==> config.mk <==
export PLATFORM = sky130hd
export DESIGN_NAME = ysyx_25040109_axi_arbiter
export DESIGN_NICKNAME = d
export VERILOG_FILES = /design/src/rtl/ysyx_25040109_axi_pkg.sv /design/src/rtl/ysyx_25040109_rr_arb2.sv /design/src/rtl/ysyx_25040109_axi_arbiter.sv
export SDC_FILE = /design/constraint.sdc
export NUM_CORES = 1
export LEC_CHECK = 0
export ABC_CLOCK_PERIOD_IN_PS = 1500
export BUFFER_PORTS_ARGS = -buffer_cell sky130_fd_sc_hd__buf_2
export CAP_MARGIN = 40
export CORE_AREA = 2 2 185 187
export CTS_CLUSTER_SIZE = 14
export DETAILED_ROUTE_END_ITERATION = 16
export DIE_AREA = 0 0 187 189
export SYNTH_ARGS = -nofsm -noshare
export SYNTH_HDL_FRONTEND = slang
export SYNTH_SLANG_ARGS = --single-unit
==> constraint.sdc <==
create_clock -name clk -period 1.5 [get_ports clk]
set_input_delay 0.3 -clock clk [delete_from_list [all_inputs] [get_ports clk]]
set_output_delay 0.3 -clock clk [all_outputs]
set_load 0.01 [all_outputs]
==> src/rtl/ysyx_25040109_axi_pkg.sv <==
// ysyx_25040109_axi_pkg: shared AXI encodings and arbiter state type
package ysyx_25040109_axi_pkg;
  localparam logic [1:0] RESP_OKAY   = 2'b00;
  localparam logic [1:0] RESP_SLVERR = 2'b10;
  localparam logic [1:0] RESP_DECERR = 2'b11;
  localparam logic [1:0] BURST_INCR  = 2'b01;
  localparam logic [2:0] SIZE_4B     = 3'b010;
  typedef enum logic [2:0] {S_IDLE, S_ARB, S_RADDR, S_RDATA, S_WADDR, S_WRESP} arb_state_e;
endpackage

==> src/rtl/ysyx_25040109_rr_arb2.sv <==
// ysyx_25040109_rr_arb2: two-request round-robin picker; ptr_i=1 favours requester 1
module ysyx_25040109_rr_arb2 (
  input  logic [1:0] req_i,
  input  logic       ptr_i,
  input  logic       adv_i,
  input  logic       last_i,
  output logic [1:0] gnt_o,
  output logic       ptr_o
);
  assign gnt_o = ptr_i ? (req_i[1] ? 2'b10 : {1'b0, req_i[0]})
                       : (req_i[0] ? 2'b01 : {req_i[1], 1'b0});
  assign ptr_o = adv_i ? ~last_i : ptr_i;
endmodule

==> src/rtl/ysyx_25040109_axi_arbiter.sv <==
// ysyx_25040109_axi_arbiter: IFU(M0)/LSU(M1) to one AXI slave, whole-transaction round-robin grant.
// Define ARB_PERF_EN to add the perf_* transaction and wait counters.
module ysyx_25040109_axi_arbiter
  import ysyx_25040109_axi_pkg::*;
#(
  parameter int AW     = 32,
  parameter int DW     = 32,
  parameter int IDW    = 4,
  parameter int PERF_W = 32
) (
  input  logic            clk,
  input  logic            rst,
  input  logic            ifu_arvalid_i,
  output logic            ifu_arready_o,
  input  logic [AW-1:0]   ifu_araddr_i,
  input  logic [IDW-1:0]  ifu_arid_i,
  input  logic [7:0]      ifu_arlen_i,
  input  logic [2:0]      ifu_arsize_i,
  input  logic [1:0]      ifu_arburst_i,
  output logic            ifu_rvalid_o,
  input  logic            ifu_rready_i,
  output logic [DW-1:0]   ifu_rdata_o,
  output logic [1:0]      ifu_rresp_o,
  output logic [IDW-1:0]  ifu_rid_o,
  output logic            ifu_rlast_o,
  input  logic            lsu_arvalid_i,
  output logic            lsu_arready_o,
  input  logic [AW-1:0]   lsu_araddr_i,
  input  logic [IDW-1:0]  lsu_arid_i,
  input  logic [7:0]      lsu_arlen_i,
  input  logic [2:0]      lsu_arsize_i,
  input  logic [1:0]      lsu_arburst_i,
  output logic            lsu_rvalid_o,
  input  logic            lsu_rready_i,
  output logic [DW-1:0]   lsu_rdata_o,
  output logic [1:0]      lsu_rresp_o,
  output logic [IDW-1:0]  lsu_rid_o,
  output logic            lsu_rlast_o,
  input  logic            lsu_awvalid_i,
  output logic            lsu_awready_o,
  input  logic [AW-1:0]   lsu_awaddr_i,
  input  logic [IDW-1:0]  lsu_awid_i,
  input  logic [7:0]      lsu_awlen_i,
  input  logic [2:0]      lsu_awsize_i,
  input  logic [1:0]      lsu_awburst_i,
  input  logic            lsu_wvalid_i,
  output logic            lsu_wready_o,
  input  logic [DW-1:0]   lsu_wdata_i,
  input  logic [DW/8-1:0] lsu_wstrb_i,
  input  logic            lsu_wlast_i,
  output logic            lsu_bvalid_o,
  input  logic            lsu_bready_i,
  output logic [1:0]      lsu_bresp_o,
  output logic [IDW-1:0]  lsu_bid_o,
  output logic            out_arvalid_o,
  input  logic            out_arready_i,
  output logic [AW-1:0]   out_araddr_o,
  output logic [IDW-1:0]  out_arid_o,
  output logic [7:0]      out_arlen_o,
  output logic [2:0]      out_arsize_o,
  output logic [1:0]      out_arburst_o,
  input  logic            out_rvalid_i,
  output logic            out_rready_o,
  input  logic [DW-1:0]   out_rdata_i,
  input  logic [1:0]      out_rresp_i,
  input  logic [IDW-1:0]  out_rid_i,
  input  logic            out_rlast_i,
  output logic            out_awvalid_o,
  input  logic            out_awready_i,
  output logic [AW-1:0]   out_awaddr_o,
  output logic [IDW-1:0]  out_awid_o,
  output logic [7:0]      out_awlen_o,
  output logic [2:0]      out_awsize_o,
  output logic [1:0]      out_awburst_o,
  output logic            out_wvalid_o,
  input  logic            out_wready_i,
  output logic [DW-1:0]   out_wdata_o,
  output logic [DW/8-1:0] out_wstrb_o,
  output logic            out_wlast_o,
  input  logic            out_bvalid_i,
  output logic            out_bready_o,
  input  logic [1:0]      out_bresp_i,
  input  logic [IDW-1:0]  out_bid_i
`ifdef ARB_PERF_EN
  ,
  output logic [PERF_W-1:0] perf_ifu_txn,
  output logic [PERF_W-1:0] perf_lsu_txn,
  output logic [PERF_W-1:0] perf_wait
`endif
);
  arb_state_e state_q, state_d;
  logic gnt_q, gnt_d, wr_q, wr_d, ptr_q, ptr_d, aw_done_q, aw_done_d, w_done_q, w_done_d;
  logic adv, aw_now, w_now;
  logic [1:0] req, pick;
  assign req = {lsu_arvalid_i | lsu_awvalid_i, ifu_arvalid_i};
  ysyx_25040109_rr_arb2 u_rr (
    .req_i(req), .ptr_i(ptr_q), .adv_i(adv), .last_i(gnt_q), .gnt_o(pick), .ptr_o(ptr_d)
  );
  wire in_raddr = state_q == S_RADDR;
  wire in_rdata = state_q == S_RDATA;
  wire in_waddr = state_q == S_WADDR;
  wire in_wresp = state_q == S_WRESP;
  assign out_arvalid_o = in_raddr & (gnt_q ? lsu_arvalid_i : ifu_arvalid_i);
  assign ifu_arready_o = in_raddr & ~gnt_q & out_arready_i;
  assign lsu_arready_o = in_raddr & gnt_q & out_arready_i;
  assign out_araddr_o  = gnt_q ? lsu_araddr_i : ifu_araddr_i;
  assign out_arid_o    = gnt_q ? lsu_arid_i : ifu_arid_i;
  assign out_arlen_o   = gnt_q ? lsu_arlen_i : ifu_arlen_i;
  assign out_arsize_o  = gnt_q ? lsu_arsize_i : ifu_arsize_i;
  assign out_arburst_o = gnt_q ? lsu_arburst_i : ifu_arburst_i;
  assign out_rready_o  = in_rdata & (gnt_q ? lsu_rready_i : ifu_rready_i);
  assign ifu_rvalid_o  = in_rdata & ~gnt_q & out_rvalid_i;
  assign lsu_rvalid_o  = in_rdata & gnt_q & out_rvalid_i;
  assign ifu_rdata_o = out_rdata_i;
  assign ifu_rresp_o = out_rresp_i;
  assign ifu_rid_o   = out_rid_i;
  assign ifu_rlast_o = out_rlast_i;
  assign lsu_rdata_o = out_rdata_i;
  assign lsu_rresp_o = out_rresp_i;
  assign lsu_rid_o   = out_rid_i;
  assign lsu_rlast_o = out_rlast_i;
  // AW and W run independently; each is masked once its own handshake is done
  assign out_awvalid_o = in_waddr & ~aw_done_q & lsu_awvalid_i;
  assign lsu_awready_o = in_waddr & ~aw_done_q & out_awready_i;
  assign out_wvalid_o  = in_waddr & ~w_done_q & lsu_wvalid_i;
  assign lsu_wready_o  = in_waddr & ~w_done_q & out_wready_i;
  assign out_awaddr_o  = lsu_awaddr_i;
  assign out_awid_o    = lsu_awid_i;
  assign out_awlen_o   = lsu_awlen_i;
  assign out_awsize_o  = lsu_awsize_i;
  assign out_awburst_o = lsu_awburst_i;
  assign out_wdata_o   = lsu_wdata_i;
  assign out_wstrb_o   = lsu_wstrb_i;
  assign out_wlast_o   = lsu_wlast_i;
  assign out_bready_o  = in_wresp & lsu_bready_i;
  assign lsu_bvalid_o  = in_wresp & out_bvalid_i;
  assign lsu_bresp_o   = out_bresp_i;
  assign lsu_bid_o     = out_bid_i;
  assign aw_now = aw_done_q | (out_awvalid_o & out_awready_i);
  assign w_now  = w_done_q | (out_wvalid_o & out_wready_i & lsu_wlast_i);
  always_comb begin
    state_d   = state_q;
    gnt_d     = gnt_q;
    wr_d      = wr_q;
    aw_done_d = aw_done_q;
    w_done_d  = w_done_q;
    adv       = 1'b0;
    case (state_q)
      S_IDLE: if (|req) begin
        state_d = S_ARB;
        gnt_d   = pick[1];
        wr_d    = pick[1] & lsu_awvalid_i;
      end
      S_ARB:   state_d = wr_q ? S_WADDR : S_RADDR;
      S_RADDR: state_d = (out_arvalid_o & out_arready_i) ? S_RDATA : S_RADDR;
      S_RDATA: if (out_rvalid_i & out_rready_o & out_rlast_i) begin
        state_d = S_IDLE;
        adv     = 1'b1;
      end
      S_WADDR: begin
        state_d   = (aw_now & w_now) ? S_WRESP : S_WADDR;
        aw_done_d = aw_now & ~w_now;
        w_done_d  = w_now & ~aw_now;
      end
      S_WRESP: if (out_bvalid_i & out_bready_o) begin
        state_d = S_IDLE;
        adv     = 1'b1;
      end
      default: state_d = S_IDLE;
    endcase
  end
  always_ff @(posedge clk or posedge rst) begin
    if (rst) begin
      state_q   <= S_IDLE;
      gnt_q     <= 1'b0;
      wr_q      <= 1'b0;
      ptr_q     <= 1'b0;
      aw_done_q <= 1'b0;
      w_done_q  <= 1'b0;
    end else begin
      state_q   <= state_d;
      gnt_q     <= gnt_d;
      wr_q      <= wr_d;
      ptr_q     <= ptr_d;
      aw_done_q <= aw_done_d;
      w_done_q  <= w_done_d;
    end
  end
`ifdef ARB_PERF_EN
  logic [PERF_W-1:0] ifu_txn_q, lsu_txn_q, wait_q;
  always_ff @(posedge clk or posedge rst) begin
    if (rst) begin
      ifu_txn_q <= '0;
      lsu_txn_q <= '0;
      wait_q    <= '0;
    end else begin
      ifu_txn_q <= ifu_txn_q + PERF_W'(adv & ~gnt_q);
      lsu_txn_q <= lsu_txn_q + PERF_W'(adv & gnt_q);
      wait_q    <= wait_q + PERF_W'((state_q != S_IDLE) & (gnt_q ? req[0] : req[1]));
    end
  end
  assign perf_ifu_txn = ifu_txn_q;
  assign perf_lsu_txn = lsu_txn_q;
  assign perf_wait    = wait_q;
`endif
endmodule

Word-level counts from Yosys, hierarchy flattened
Cells that the tools add are included.
- register bits after elaboration: 8
- bits of input ports: 243
- logic and storage cells: 75
- equality and inequality tests: 8
- mux-type cells: 20
- bitwise operators: 37
- reduce and logical (&&, ||, !) cells: 4
- operators by type and width (cell ; count):
    $mux 32 ; 1
    $and 1x1->1 ; 29
    $pmux 3 s6 ; 1
    $mux 3 ; 5
    $mux 2 ; 4
    $mux 8 ; 1
    $eq 3x2->1 const B ; 2
    $eq 3x3->1 const B ; 2
    $mux 1 ; 6
    $not 1->1 ; 5
    $mux 4 ; 1
    $ne 2x1->1 const B ; 2
    $eq 3x1->1 const B ; 1
    $logic_not 3->1 ; 1
    $or 1x1->1 ; 3
    $reduce_and 3->1 ; 1
    $ne 2x2->1 const B ; 1
    $pmux 1 s2 ; 1
    $reduce_and 2->1 ; 1
    $reduce_or 2->1 ; 1

Logic depth before layout (Yosys ltp)
- depth after elaboration: 9
- gate-level depth with buffers: 5
- mapped depth without buffers: 3

Hierarchy
Synthesis repeated with hierarchy kept, for this count alone.
- cell total of the unflattened synthesis: 303
- area, all modules: 2452.4 um2
- by module, submodules not included (module ; times used ; cells an instance ; area an instance (um2) ; sequential area each (um2)):
    ysyx_25040109_axi_arbiter ; 1 ; 298 ; 2424.8 ; 200.2
    ysyx_25040109_rr_arb2 ; 1 ; 5 ; 27.5 ; 0.0

Worst setup path after synthesis
No wires, ideal clock.
- path type: register to output
- start point: register state_q[0]
- end point: output lsu_awready_o
- data arrival time: 1.295 ns
- required time: 1.200 ns
- setup slack: -0.095 ns
- stages on the path, launching flop included: 5
- buffers on the path: 2
- cell sequence: dfrtp_1 > buf_6 > or3b_1 > buf_2 > nor3b_1
- word-level cells in the longest chain between the ends: 3
- RTL lines (item ; line ; text):
    from (decl) ; ysyx_25040109_axi_arbiter.sv:91 ; arb_state_e state_q, state_d;
    from (signal assigned) ; ysyx_25040109_axi_arbiter.sv:181 ; state_q <= state_d;
    $eq 3x3->1 ; ysyx_25040109_axi_arbiter.sv:101 ; wire in_waddr = state_q == S_WADDR;
    $and 1x1->1 (2 in series) ; ysyx_25040109_axi_arbiter.sv:124 ; assign lsu_awready_o = in_waddr & ~aw_done_q & out_awready_i;
    to (decl) ; ysyx_25040109_axi_arbiter.sv:40 ; output logic lsu_awready_o,
Every way passes these cells.

Worst setup path in the final report
- start point: register state_q[0]
- end point: output out_awvalid_o
- word-level cells in the longest chain between the ends: 3
- RTL lines (item ; line ; text):
    $eq 3x3->1 ; ysyx_25040109_axi_arbiter.sv:101 ;
    $and 1x1->1 (2 in series) ; ysyx_25040109_axi_arbiter.sv:123 ; assign out_awvalid_o = in_waddr & ~aw_done_q & lsu_awvalid_i;
    to (decl) ; ysyx_25040109_axi_arbiter.sv:68 ; output logic out_awvalid_o,
Every way passes these cells.

==> impl_metrics.toml <==
[final_layout]
area.sequential_um2 = 201.4
fin_util = 0.09827
synthToLayoutAreaGrowth_pct = 31.95
finalNetCount = 569
fillCellCount = 3864
multi_input_area_um2 = 1135
layout-drive-gt1-share = 0.8400
antennaDiodeCount = 0

[floorplan]
io_pins = 474
die_area_um2 = 35340
core_area_um2 = 33280
rows = 67
die_height_um = 189
die_width_um = 187
initial_core_util = 0.07448

[global_routing]
grt_max_degree = 27
grt_pass1_wl_mm = 13.16
grt_pass1_vias = 2042
grt_antenna_before_repair = 1
grt_use_total = 0.05139
grt-ovfl-total = 0

[yosys]
synth_area_um2 = 2479
ys_top_cells_by_count = "buf_4, mux2_2, dfrtp_1, buf_2, nor2_1"
syn_nets = 543
synth_top_area_cell = "buf_4"
synth_edf_count = 0
syn_area_per_cell_um2 = 8.262
syn_inst = 300
synth_ff_type = "dfrtp_1"
synth_seq_cells = 8
synth_seq_area_share = 0.08077
ys_top_cells_by_area = "buf_4, mux2_2, dfrtp_1"
synth_top_area_share = 0.5149
async_flop_share = 1.000
synth_cell_types = 39
yosysWarnings = 0
yosysMostFrequentCell = "buf_4"

[routing]
routed-wl-met2_mm = 4.511
drtIter0Drc = 41
wl_per_cell_um = 13.12
vias_per_cell = 2.671
ant_nets = 0
drt-met1-wl_mm = 3.402
met3_length_mm = 1.487
vias = 2065
topRoutingLayerUsed = "met5"
drt-pass1-iter-count = 4
drt-total-wl_mm = 10.14
drcViolationCount = 0

[sta]
setup_viol = 63
drv_slew = 0
fin_ws_ns = -0.2451
rsz0062_at_grt = "yes"
worst_pin_slew_ns = 0.3942
fmax_ghz = 0.5730
slew_headroom = 0.7372
skew_ns = 0.004975
fin_crit_ns = 1.745
min_period_over_period = 1.163
hold_viol = 0

[critical_path]
cp_max_fo = 5
crit_path_cell_trace = "or3b_4 > nor3b_4 > buf_2"
worst_path_largest_cell_delay_ns = 0.49
cp.arrival_ns = 1.45
end_kind = "primary output"
required_ns = 1.20
crit_slowest_cell = "or3b_4"
worstSetupStartpointType = "flop"
critical_path_class = "reg2out"

[clocking]
path_clk_slew_ns = 0.04
insertion_delay_ns = 0.23
cts-root-buf = "clkbuf_16"
hold_buffers = 0
cts_made_buffers = 3
tritoncts = "yes"
htreeDepth = 1
clk_path_buf_depth = 2
numClockSinks = 8

[status]
violations = "negative setup slack"
status = "finished with violations"

[pwr]
ir_drop_v = 0.0005865
powerDensity_nw_per_um2 = 1333
leakage_nw = 1.495
total_power_mw = 4.359

[placement]
place.gp.congestion = 0.6517
place_ws_ns = -0.2202
dp.final_hpwl_mm = 8.670
port_buffers = 177

[min_path]
hp-class = "in2async"

[job]
cap_violations = 0
[cell type report]
| type | instances | area share |
|---|---|---|
| Inverter | 4 | 0.004591 |
| Clock buffer | 4 | 0.02410 |
| Timing Repair Buffer | 202 | 0.3914 |
| Multi-Input combinational cell | 107 | 0.3470 |
| Tap cell | 448 | 0.1714 |
| Sequential cell | 8 | 0.06159 |
[cells by family after synthesis]
group,share of synthesized area
buf+inv,0.5442
simple gates,0.08835
compound gates,0.05604
mux,0.2307
flops,0.08077
[path summary, 6_finish.rpt]
kind,slack [ns],depth (start not counted),start,to
setup / recovery,-0.25,3,state_q[0],out_awvalid_o
hold / removal,0.01,2,rst,wr_q
setup reg to reg,-0.07,5,gnt_q,ptr_q
hold reg to reg,0.54,1,wr_q,wr_q
max in group asynchronous,1.23,2,rst,gnt_q
min in group clk,0.41,2,lsu_awvalid_i,wr_q
[sequential cells by signal, indices dropped and copies added (netlist names)]
name	flops
state_q	3
aw_done_q	1
gnt_q	1
ptr_q	1
w_done_q	1
wr_q	1
[cell usage in the layout (no fill, tap or decap), types with 2 or more instances in the layout]
cell,netlist,layout
buf_2,7,158
mux2_2,49,33
buf_6,1,27
mux2_4,0,16
buf_4,170,12
dfrtp_1,8,7
nor2_1,7,6
inv_1,4,4
nor3b_4,0,4
buf_12,0,4
nand2_1,4,3
nand2b_1,3,3
clkbuf_16,0,3
a21oi_1,2,2
a311oi_1,2,2
mux2i_4,0,2
nor2b_1,4,2
nor2b_4,0,2
and3_4,0,2
a22o_1,2,2
[metal layers]
layer  global-route usage  vias up
li1                     -      877
met1              0.05053      864
met2              0.07850      245
met3              0.02984       75
met4              0.04060        4
met5             0.009615        -
[report_power, final]
| group | internal, mW | switching (mW) |
|---|---|---|
| Clock | 0.354 | 0.102 |
| Sequential | 0.322 | 0.153 |
| Combinational | 1.96 | 1.46 |
[per-stage QoR]
| stage | cells | TNS, ns | area, um2 | hold WS, ns |
|---|---|---|---|---|
| global route | 773 | -14.40 | 3271 | 0.05566 |
| global placement | 759 | -0.6135 | 2775 | 0.2721 |
| floorplan | 300 | 0 | 2526 | 0.1157 |
| finish | 773 | -11.19 | 3271 | 0.01418 |
| CTS | 769 | -10.58 | 3052 | 0.03171 |
| detailed placement | 759 | -0.9178 | 2775 | 0.2754 |
[critical path: cells and delay by family, from the launching register on]
| family | cells | cell delay [ns] |
|---|---|---|
| AND/OR/NAND/NOR | 2 | 0.68 |
| flip-flops | 1 | 0.37 |
| buffers and inverters | 1 | 0.15 |
[what timing repair did]
| action | CTS | global route |
|---|---|---|
| buffers inserted | 6 | 5 |
| gates resized for setup | 31 | 42 |
| pin swaps | 6 | 8 |
| setup endpoints to repair | 63 | 66 |
| endpoints found under the hold margin | 0 | 0 |
Note: power is estimated with default switching activity, not from simulation.
